## src/rtl/v_pkg.sv

```systemverilog
// ----------------------------------------------------------------------------
// v_pkg
// Shared types and constants for the v_* table pipeline. The table is
// ENTRIES_N entries of {valid, key, volume}. This package also holds the
// read-side query types used by v_pipe_query:
//   query_cmd_t  - query opcode (LOOKUP / LIST); other encodings are illegal
//   QRY_IDX_W    - width of an entry index
//   query_rsp_t  - one response beat {hit, err, last, idx, key, volume}
// ----------------------------------------------------------------------------
package v_pkg;

   localparam int ENTRIES_N = 16;

   typedef logic [31:0] key_t;
   typedef logic [31:0] volume_t;

   localparam int KEY_W     = $bits(key_t);
   localparam int VOLUME_W  = $bits(volume_t);
   localparam int QRY_IDX_W = $clog2(ENTRIES_N);

   typedef enum logic [1:0] {
      QRY_LOOKUP = 2'b01,
      QRY_LIST   = 2'b10
   } query_cmd_t;

   typedef struct packed {
      logic                 hit;
      logic                 err;
      logic                 last;
      logic [QRY_IDX_W-1:0] idx;
      key_t                 key;
      volume_t              volume;
   } query_rsp_t;

endpackage

```

## src/rtl/v_cmp.sv

```systemverilog
// ----------------------------------------------------------------------------
// v_cmp
// Key comparator shared by the table pipelines. Only the equality result is
// needed by its users.
// Ports:
//   i_a, i_b  keys to compare
//   o_eq      1 when the keys are identical
// ----------------------------------------------------------------------------
module v_cmp
   import v_pkg::*;
(
   input  key_t i_a,
   input  key_t i_b,
   output logic o_eq
);

   assign o_eq = (i_a == i_b);

endmodule

```

## src/rtl/v_pipe_query_pri.sv

```systemverilog
// ----------------------------------------------------------------------------
// v_pipe_query_pri
// Priority encoder: finds the lowest set bit of i_vec whose position is at or
// above i_start.
// Ports:
//   i_vec    request vector
//   i_start  lowest position that may be selected
//   o_idx    index of the selected bit (0 when nothing is found)
//   o_found  1 when some bit at or above i_start is set
// ----------------------------------------------------------------------------
module v_pipe_query_pri #(
   parameter int N     = 16,
   parameter int IDX_W = $clog2(N)
) (
   input  logic [N-1:0]     i_vec,
   input  logic [IDX_W-1:0] i_start,
   output logic [IDX_W-1:0] o_idx,
   output logic             o_found
);

   // Scanning downwards lets the lowest qualifying bit overwrite any higher one.
   always_comb begin
      o_idx   = '0;
      o_found = 1'b0;
      for (int i = N - 1; i >= 0; i--) begin
         if (i_vec[i] && (i >= int'(i_start))) begin
            o_idx   = IDX_W'(i);
            o_found = 1'b1;
         end
      end
   end

endmodule

```

## src/rtl/v_pipe_query.sv

```systemverilog
// ----------------------------------------------------------------------------
// v_pipe_query
// Read-side query engine for the table. A query is accepted on a valid/ready
// handshake and answered from the table state at the accept cycle:
//   LOOKUP - one beat with the lowest-index entry whose key matches
//   LIST   - one beat per valid entry, ascending index, from a snapshot
//   other  - one error beat
// Ports:
//   clk, arst_n                 clock, asynchronous active-low reset
//   i_qry_vld/i_qry_cmd/i_qry_key, o_qry_rdy   query handshake
//   i_stcur_vld_r/keys_r/volumes_r             current table state (flat buses)
//   o_rsp_vld, i_rsp_rdy        response beat handshake
//   o_rsp_hit/err/last/idx/key/volume          response beat payload
// ----------------------------------------------------------------------------
module v_pipe_query
   import v_pkg::*;
(
   input  logic                          clk,
   input  logic                          arst_n,
   input  logic                          i_qry_vld,
   input  logic [1:0]                    i_qry_cmd,
   input  logic [KEY_W-1:0]              i_qry_key,
   output logic                          o_qry_rdy,
   input  logic [ENTRIES_N-1:0]          i_stcur_vld_r,
   input  logic [ENTRIES_N*KEY_W-1:0]    i_stcur_keys_r,
   input  logic [ENTRIES_N*VOLUME_W-1:0] i_stcur_volumes_r,
   output logic                          o_rsp_vld,
   input  logic                          i_rsp_rdy,
   output logic                          o_rsp_hit,
   output logic                          o_rsp_err,
   output logic                          o_rsp_last,
   output logic [QRY_IDX_W-1:0]          o_rsp_idx,
   output logic [KEY_W-1:0]              o_rsp_key,
   output logic [VOLUME_W-1:0]           o_rsp_volume
);

   localparam int IDX_W = QRY_IDX_W;

   typedef enum logic [1:0] {
      ST_IDLE,
      ST_RSP,
      ST_LIST
   } state_t;

   state_t                   state_q, state_d;
   logic                     qry_rdy_q, qry_rdy_d;
   logic                     rsp_vld_q, rsp_vld_d;
   query_rsp_t               rsp_q, rsp_d;
   logic [ENTRIES_N-1:0]     snap_vld_q, snap_vld_d;
   key_t    [ENTRIES_N-1:0]  snap_keys_q, snap_keys_d;
   volume_t [ENTRIES_N-1:0]  snap_vols_q, snap_vols_d;

   key_t    [ENTRIES_N-1:0]  cur_keys;
   volume_t [ENTRIES_N-1:0]  cur_vols;
   logic [ENTRIES_N-1:0]     key_eq;
   logic [ENTRIES_N-1:0]     match_vec;

   logic                     in_list;
   logic                     accept;
   logic [ENTRIES_N-1:0]     vld_src;
   logic [ENTRIES_N-1:0]     vec_a, vec_b;
   logic [IDX_W-1:0]         start_a;
   logic [IDX_W-1:0]         a_idx, b_idx, c_idx;
   logic                     a_found, b_found, c_found;

   assign cur_keys  = i_stcur_keys_r;
   assign cur_vols  = i_stcur_volumes_r;
   assign in_list   = (state_q == ST_LIST);
   assign accept    = i_qry_vld & qry_rdy_q;

   for (genvar g = 0; g < ENTRIES_N; g++) begin : g_cmp
      v_cmp u_cmp (
         .i_a  (cur_keys[g]),
         .i_b  (i_qry_key),
         .o_eq (key_eq[g])
      );
   end

   assign match_vec = key_eq & i_stcur_vld_r;

   // Encoder A picks the entry for the beat being prepared: the first valid
   // entry when a LIST is accepted, or the next valid entry above the current
   // beat while listing. Encoder B looks past A's pick to decide whether that
   // beat is the final one. The current beat's own bit is masked so that
   // "at or above" behaves as "strictly above" without index arithmetic.
   always_comb begin
      vld_src = in_list ? snap_vld_q : i_stcur_vld_r;
      start_a = in_list ? rsp_q.idx : '0;
      vec_a   = '0;
      vec_b   = '0;
      for (int i = 0; i < ENTRIES_N; i++) begin
         vec_a[i] = vld_src[i] && !(in_list && (IDX_W'(i) == rsp_q.idx));
         vec_b[i] = vld_src[i] && (IDX_W'(i) != a_idx);
      end
   end

   v_pipe_query_pri #(.N(ENTRIES_N), .IDX_W(IDX_W)) u_pri_next (
      .i_vec   (vec_a),
      .i_start (start_a),
      .o_idx   (a_idx),
      .o_found (a_found)
   );

   v_pipe_query_pri #(.N(ENTRIES_N), .IDX_W(IDX_W)) u_pri_last (
      .i_vec   (vec_b),
      .i_start (a_idx),
      .o_idx   (b_idx),
      .o_found (b_found)
   );

   v_pipe_query_pri #(.N(ENTRIES_N), .IDX_W(IDX_W)) u_pri_match (
      .i_vec   (match_vec),
      .i_start ('0),
      .o_idx   (c_idx),
      .o_found (c_found)
   );

   // Next-state logic. The first beat of every query is built from the live
   // buses in the accept cycle, which hold exactly the values being captured
   // into the snapshot, so the beat appears one cycle after accept. Later LIST
   // beats come from the snapshot only. Everything holds while a beat stalls.
   always_comb begin
      state_d     = state_q;
      rsp_vld_d   = rsp_vld_q;
      rsp_d       = rsp_q;
      snap_vld_d  = snap_vld_q;
      snap_keys_d = snap_keys_q;
      snap_vols_d = snap_vols_q;

      case (state_q)
         ST_IDLE: begin
            if (accept) begin
               snap_vld_d  = i_stcur_vld_r;
               snap_keys_d = cur_keys;
               snap_vols_d = cur_vols;
               rsp_vld_d   = 1'b1;
               rsp_d       = '0;
               rsp_d.last  = 1'b1;
               case (i_qry_cmd)
                  QRY_LOOKUP: begin
                     state_d   = ST_RSP;
                     rsp_d.key = i_qry_key;
                     if (c_found) begin
                        rsp_d.hit    = 1'b1;
                        rsp_d.idx    = c_idx;
                        rsp_d.key    = cur_keys[c_idx];
                        rsp_d.volume = cur_vols[c_idx];
                     end
                  end
                  QRY_LIST: begin
                     state_d = ST_LIST;
                     if (a_found) begin
                        rsp_d.hit    = 1'b1;
                        rsp_d.idx    = a_idx;
                        rsp_d.key    = cur_keys[a_idx];
                        rsp_d.volume = cur_vols[a_idx];
                        rsp_d.last   = !b_found;
                     end
                  end
                  default: begin
                     state_d   = ST_RSP;
                     rsp_d.err = 1'b1;
                  end
               endcase
            end
         end
         ST_RSP: begin
            if (i_rsp_rdy) begin
               state_d   = ST_IDLE;
               rsp_vld_d = 1'b0;
               rsp_d     = '0;
            end
         end
         ST_LIST: begin
            if (i_rsp_rdy) begin
               if (rsp_q.last) begin
                  state_d   = ST_IDLE;
                  rsp_vld_d = 1'b0;
                  rsp_d     = '0;
               end else begin
                  rsp_d        = '0;
                  rsp_d.hit    = 1'b1;
                  rsp_d.idx    = a_idx;
                  rsp_d.key    = snap_keys_q[a_idx];
                  rsp_d.volume = snap_vols_q[a_idx];
                  rsp_d.last   = !b_found;
               end
            end
         end
         default: begin
            state_d   = ST_IDLE;
            rsp_vld_d = 1'b0;
            rsp_d     = '0;
         end
      endcase

      qry_rdy_d = (state_d == ST_IDLE);
   end

   // State and output registers. Ready resets low and rises on the first
   // clock after reset release, so it is never high while reset is asserted.
   always_ff @(posedge clk or negedge arst_n) begin
      if (!arst_n) begin
         state_q     <= ST_IDLE;
         qry_rdy_q   <= 1'b0;
         rsp_vld_q   <= 1'b0;
         rsp_q       <= '0;
         snap_vld_q  <= '0;
         snap_keys_q <= '0;
         snap_vols_q <= '0;
      end else begin
         state_q     <= state_d;
         qry_rdy_q   <= qry_rdy_d;
         rsp_vld_q   <= rsp_vld_d;
         rsp_q       <= rsp_d;
         snap_vld_q  <= snap_vld_d;
         snap_keys_q <= snap_keys_d;
         snap_vols_q <= snap_vols_d;
      end
   end

   assign o_qry_rdy    = qry_rdy_q;
   assign o_rsp_vld    = rsp_vld_q;
   assign o_rsp_hit    = rsp_q.hit;
   assign o_rsp_err    = rsp_q.err;
   assign o_rsp_last   = rsp_q.last;
   assign o_rsp_idx    = rsp_q.idx;
   assign o_rsp_key    = rsp_q.key;
   assign o_rsp_volume = rsp_q.volume;

endmodule

```

## config.mk

```make
export PLATFORM = sky130hd
export DESIGN_NAME = v_pipe_query
export DESIGN_NICKNAME = d
export VERILOG_FILES = /design/src/rtl/v_pkg.sv /design/src/rtl/v_cmp.sv /design/src/rtl/v_pipe_query_pri.sv /design/src/rtl/v_pipe_query.sv
export SDC_FILE = /design/constraint.sdc
export NUM_CORES = 2
export LEC_CHECK = 0
export CORE_AREA = 2 2 445 447
export DETAILED_ROUTE_END_ITERATION = 8
export DIE_AREA = 0 0 447 449
export HOLD_SLACK_MARGIN = 0.08
export PLACE_DENSITY = 0.62
export RECOVER_POWER = 100
export SLEW_MARGIN = 20
export SYNTH_ARGS = -nofsm -noshare
export SYNTH_HDL_FRONTEND = slang
export SYNTH_SLANG_ARGS = --single-unit
```

## constraint.sdc

```tcl
create_clock -name clk -period 4.79 [get_ports clk]
set_clock_uncertainty 0.1 [all_clocks]
set_input_delay 0.7185 -clock clk [delete_from_list [all_inputs] [get_ports clk]]
set_output_delay 0.7185 -clock clk [all_outputs]
set_load 0.03 [all_outputs]
```

==> impl_metrics.toml <==
[logic_synthesis]
synthCells = 10400
synth-simple-area-share_pct = 34.8
synth_edf_count = 0
synth_nets = 11500
muxShareOfSynthArea_pct = 9.21
synth-xor-area-share_pct = 5.87
synthArstFlopShare_pct = 100
synth_top_family_by_area = "simple AND/OR/NAND/NOR gates"
yosysWarnings = 0
synth.largest_area_cell = "dfrtp_1"
synthTopCellsByCount = "4974 x nand2_1, 1114 x dfrtp_1, 719 x nand3_1, 625 x mux2i_1, 514 x clkbuf_1"
yosysMostFrequentCell = "nand2_1"
synth.area.top_cells = "dfrtp_1 37%, nand2_1 25%, mux2i_1 8.3%"
synth-compound-area-share_pct = 8.30
ys_ff_latch = 1114
synth_adder_area_share_pct = 0.0332
synthDistinctLibCells = 74
synth_flop_cell = "dfrtp_1"
synth_area_per_cell_um2 = 7.26
ys_seq_area_share_pct = 37.0
synth_area_um2 = 75300
synth_top_area_share_pct = 37.0

[clock_tree]
cts.clk_slew.worst_paths_ns = 0.06
clkLatencyLatePin_ns = 0.82
htreeDepth = 4
clockRootBuffer = "clkbuf_16"
cts_buffers = 141
cts_tree = "done"
cts_sinks = 1114
clock_path_buffers = 3

[placed_design]
dp_hpwl_mm = 400
gp_congestion = 1.14
place_ws_ns = -0.810
port_buffers = 1150

[worst_setup_path]
worst_setup_path_start_kind = "flop"
end_kind = "flop"
required_ns = 5.41
slowest_stage = "nand4_1"
path_buf_inv = 4
crit_type = "reg2reg"
cpPeakStageDelay_ns = 0.79
arrival_ns = 5.50
path_max_fanout = 17
crit_chain = "buf_4 > or3_1 > o221ai_1 > and2_1 > o211ai_1 > o21ai_4 > nor2_4 > buf_12 > buf_12 > a31oi_1 > nand4_1 > a221oi_2 > a211oi_1 > buf_4 > o22ai_1"
critical-path-top-delay-family = "compound AO/OA/AOI/OAI gates"

[routing]
dr_total_vias = 91300
routed_wirelength_mm = 512
drc = 1
drtAntennaViolNets = 0
wire_per_inst_um = 34.1
drt_pass1_iterations = 9
drt_iter0_drc = 12300
via_per_inst = 6.08

[floorplanning]
dieArea_um2 = 201000
start_util_pct = 38.4
core_area_um2 = 196000
ios = 1151
rows = 163
die_y_um = 449
fp.dieW_um = 447

[sta]
tightestPinTransition_ns = 3.27
final.period_utilization_pct = 102
setup_violations = 1
slew_violations = 691
setup_ws_ns = -0.0830
hold_violations = 0
max_freq_ghz = 0.205
rsz0062_at_grt = "yes"
relSlewSlack_pct = -118
period_needed_ns = 4.87

[worst_hold_path]
hold_path_class = "reg2reg"

[pwr]
power_density_nw_per_um2 = 526
power.leakage_nw = 48.2
power.total_w = 0.0547
peakVddDrop_mv = 0.491

[global_routing]
grt_max_degree = 224
grt.total_usage_pct = 49.3
overflow = 0
grt_pass1_vias = 87100
antenna_found_initial = 90
grt_pass1_wl_mm = 692

[final_layout]
finalNetCount = 13300
drive_gt1_share_pct = 13.4
area_growth_pct = 38.2

[run]
maxCapViolCount = 7

[outcome]
violations = "DRC, capacitance limit, slew limit, setup timing"
status = "complete, but fails checks"
final timing paths:
check	start	to	slack (ns)	cells past startpoint
min	snap_keys_q[249]$_DFFE_PN0P_	snap_keys_q[249]$_DFFE_PN0P_	0.37	2
min reg2reg	snap_keys_q[249]$_DFFE_PN0P_	snap_keys_q[249]$_DFFE_PN0P_	0.37	2
max	o_rsp_idx[2]$_DFFE_PN0P_	o_rsp_key[6]$_DFFE_PN0P_	-0.08	15
min in group asynchronous	arst_n	snap_vols_q[131]$_DFFE_PN0P_	1.44	2
max reg2reg	o_rsp_idx[2]$_DFFE_PN0P_	o_rsp_key[6]$_DFFE_PN0P_	-0.08	15
max in group asynchronous	arst_n	snap_keys_q[268]$_DFFE_PN0P_	0.33	3
final cells by class:
cell class	count	area [µm²]
repair buffers	2478	23700
flip-flops and latches	1114	27900
clock buffers	198	4110
diodes	58	145
well taps	2640	3300
fillers	19000	92100
inverters	21	78.8
multi-input cells	8436	44100
clock inverters	53	777
metal layers:
layer  track usage (%)  up-vias  wire (µm)
met5            0.0722        -        397
met4              51.7       62      67300
met3              12.9     2397      49800
met2              75.5     6742     223000
met1              53.6    43800     172000
li1                  -    38300          -
sequential cells by signal, indices dropped and copies added, names as in the netlist:
register and count:
snap_vld_q 15, o_rsp_vld 1, o_qry_rdy 1, o_rsp_err 1, o_rsp_idx 4, o_rsp_volume 32, snap_keys_q 512, o_rsp_last 1
snap_vols_q 512, o_rsp_key 32, o_rsp_hit 1, state_q 2
through the flow:
| stage | hold slack [ns] | TNS [ns] | instances | util (%) | instance area [µm²] |
|---|---|---|---|---|---|
| after detailed placement | 0.357 | -40.25 | 14700 | 50.5 | 99100 |
| after global routing | 0.385 | -0.992 | 15000 | 53.0 | 104000 |
| final | 0.373 | -0.0830 | 15000 | 53.1 | 104000 |
| after floorplan | 0.323 | 0 | 10400 | - | 75300 |
| after CTS | 0.372 | 0 | 14900 | 53.0 | 104000 |
| after global placement | 0.351 | -36.74 | 14700 | 50.5 | 99100 |
layout by cell type, fill, tap and decap left out, types with 54 or more instances in the layout:
master,count
nor4_1,82
a31oi_1,112
nand2_1,4972
mux2i_1,623
nor2b_1,79
clkdlybuf4s50_1,1107
buf_4,1104
nor2_1,54
dfrtp_1,1113
clkbuf_16,149
buf_12,177
xnor2_1,141
o21ai_0,77
a21oi_1,68
mux2_2,61
a211oi_1,217
nand4_1,211
diode_2,58
xor2_1,364
nor3_1,103
nand3_1,718
cells by family after synthesis:
group | after synthesis
xor gates and xnor gates | 505
adders and majority gates | 2
DFF | 1114
and+or+nand+nor | 6364
buffers and inverters | 829
AOI/OAI and AO/OA | 879
muxes | 686
where the power goes:
group | internal (W) | switching (W)
Sequential | 0.0139 | 0.00290
Clock | 0.00691 | 0.00473
Combinational | 0.00888 | 0.0174
worst register-to-register path, cell delays in order, from the launching register on:
cell,delay [ns]
dfrtp_1,0.47
buf_4,0.21
or3_1,0.42
o221ai_1,0.30
and2_1,0.22
o211ai_1,0.15
o21ai_4,0.52
nor2_4,0.16
buf_12,0.21
buf_12,0.18
a31oi_1,0.15
nand4_1,0.79
a221oi_2,0.48
a211oi_1,0.12
buf_4,0.20
o22ai_1,0.11
repair_timing:
action	4_1_cts	5_1_grt
gates resized for setup	0	20
setup buffers	0	6
hold endpoints to repair	55	0
hold buffers	1	0
setup endpoints to repair	0	35
Note: power is estimated with default switching activity, not from simulation.
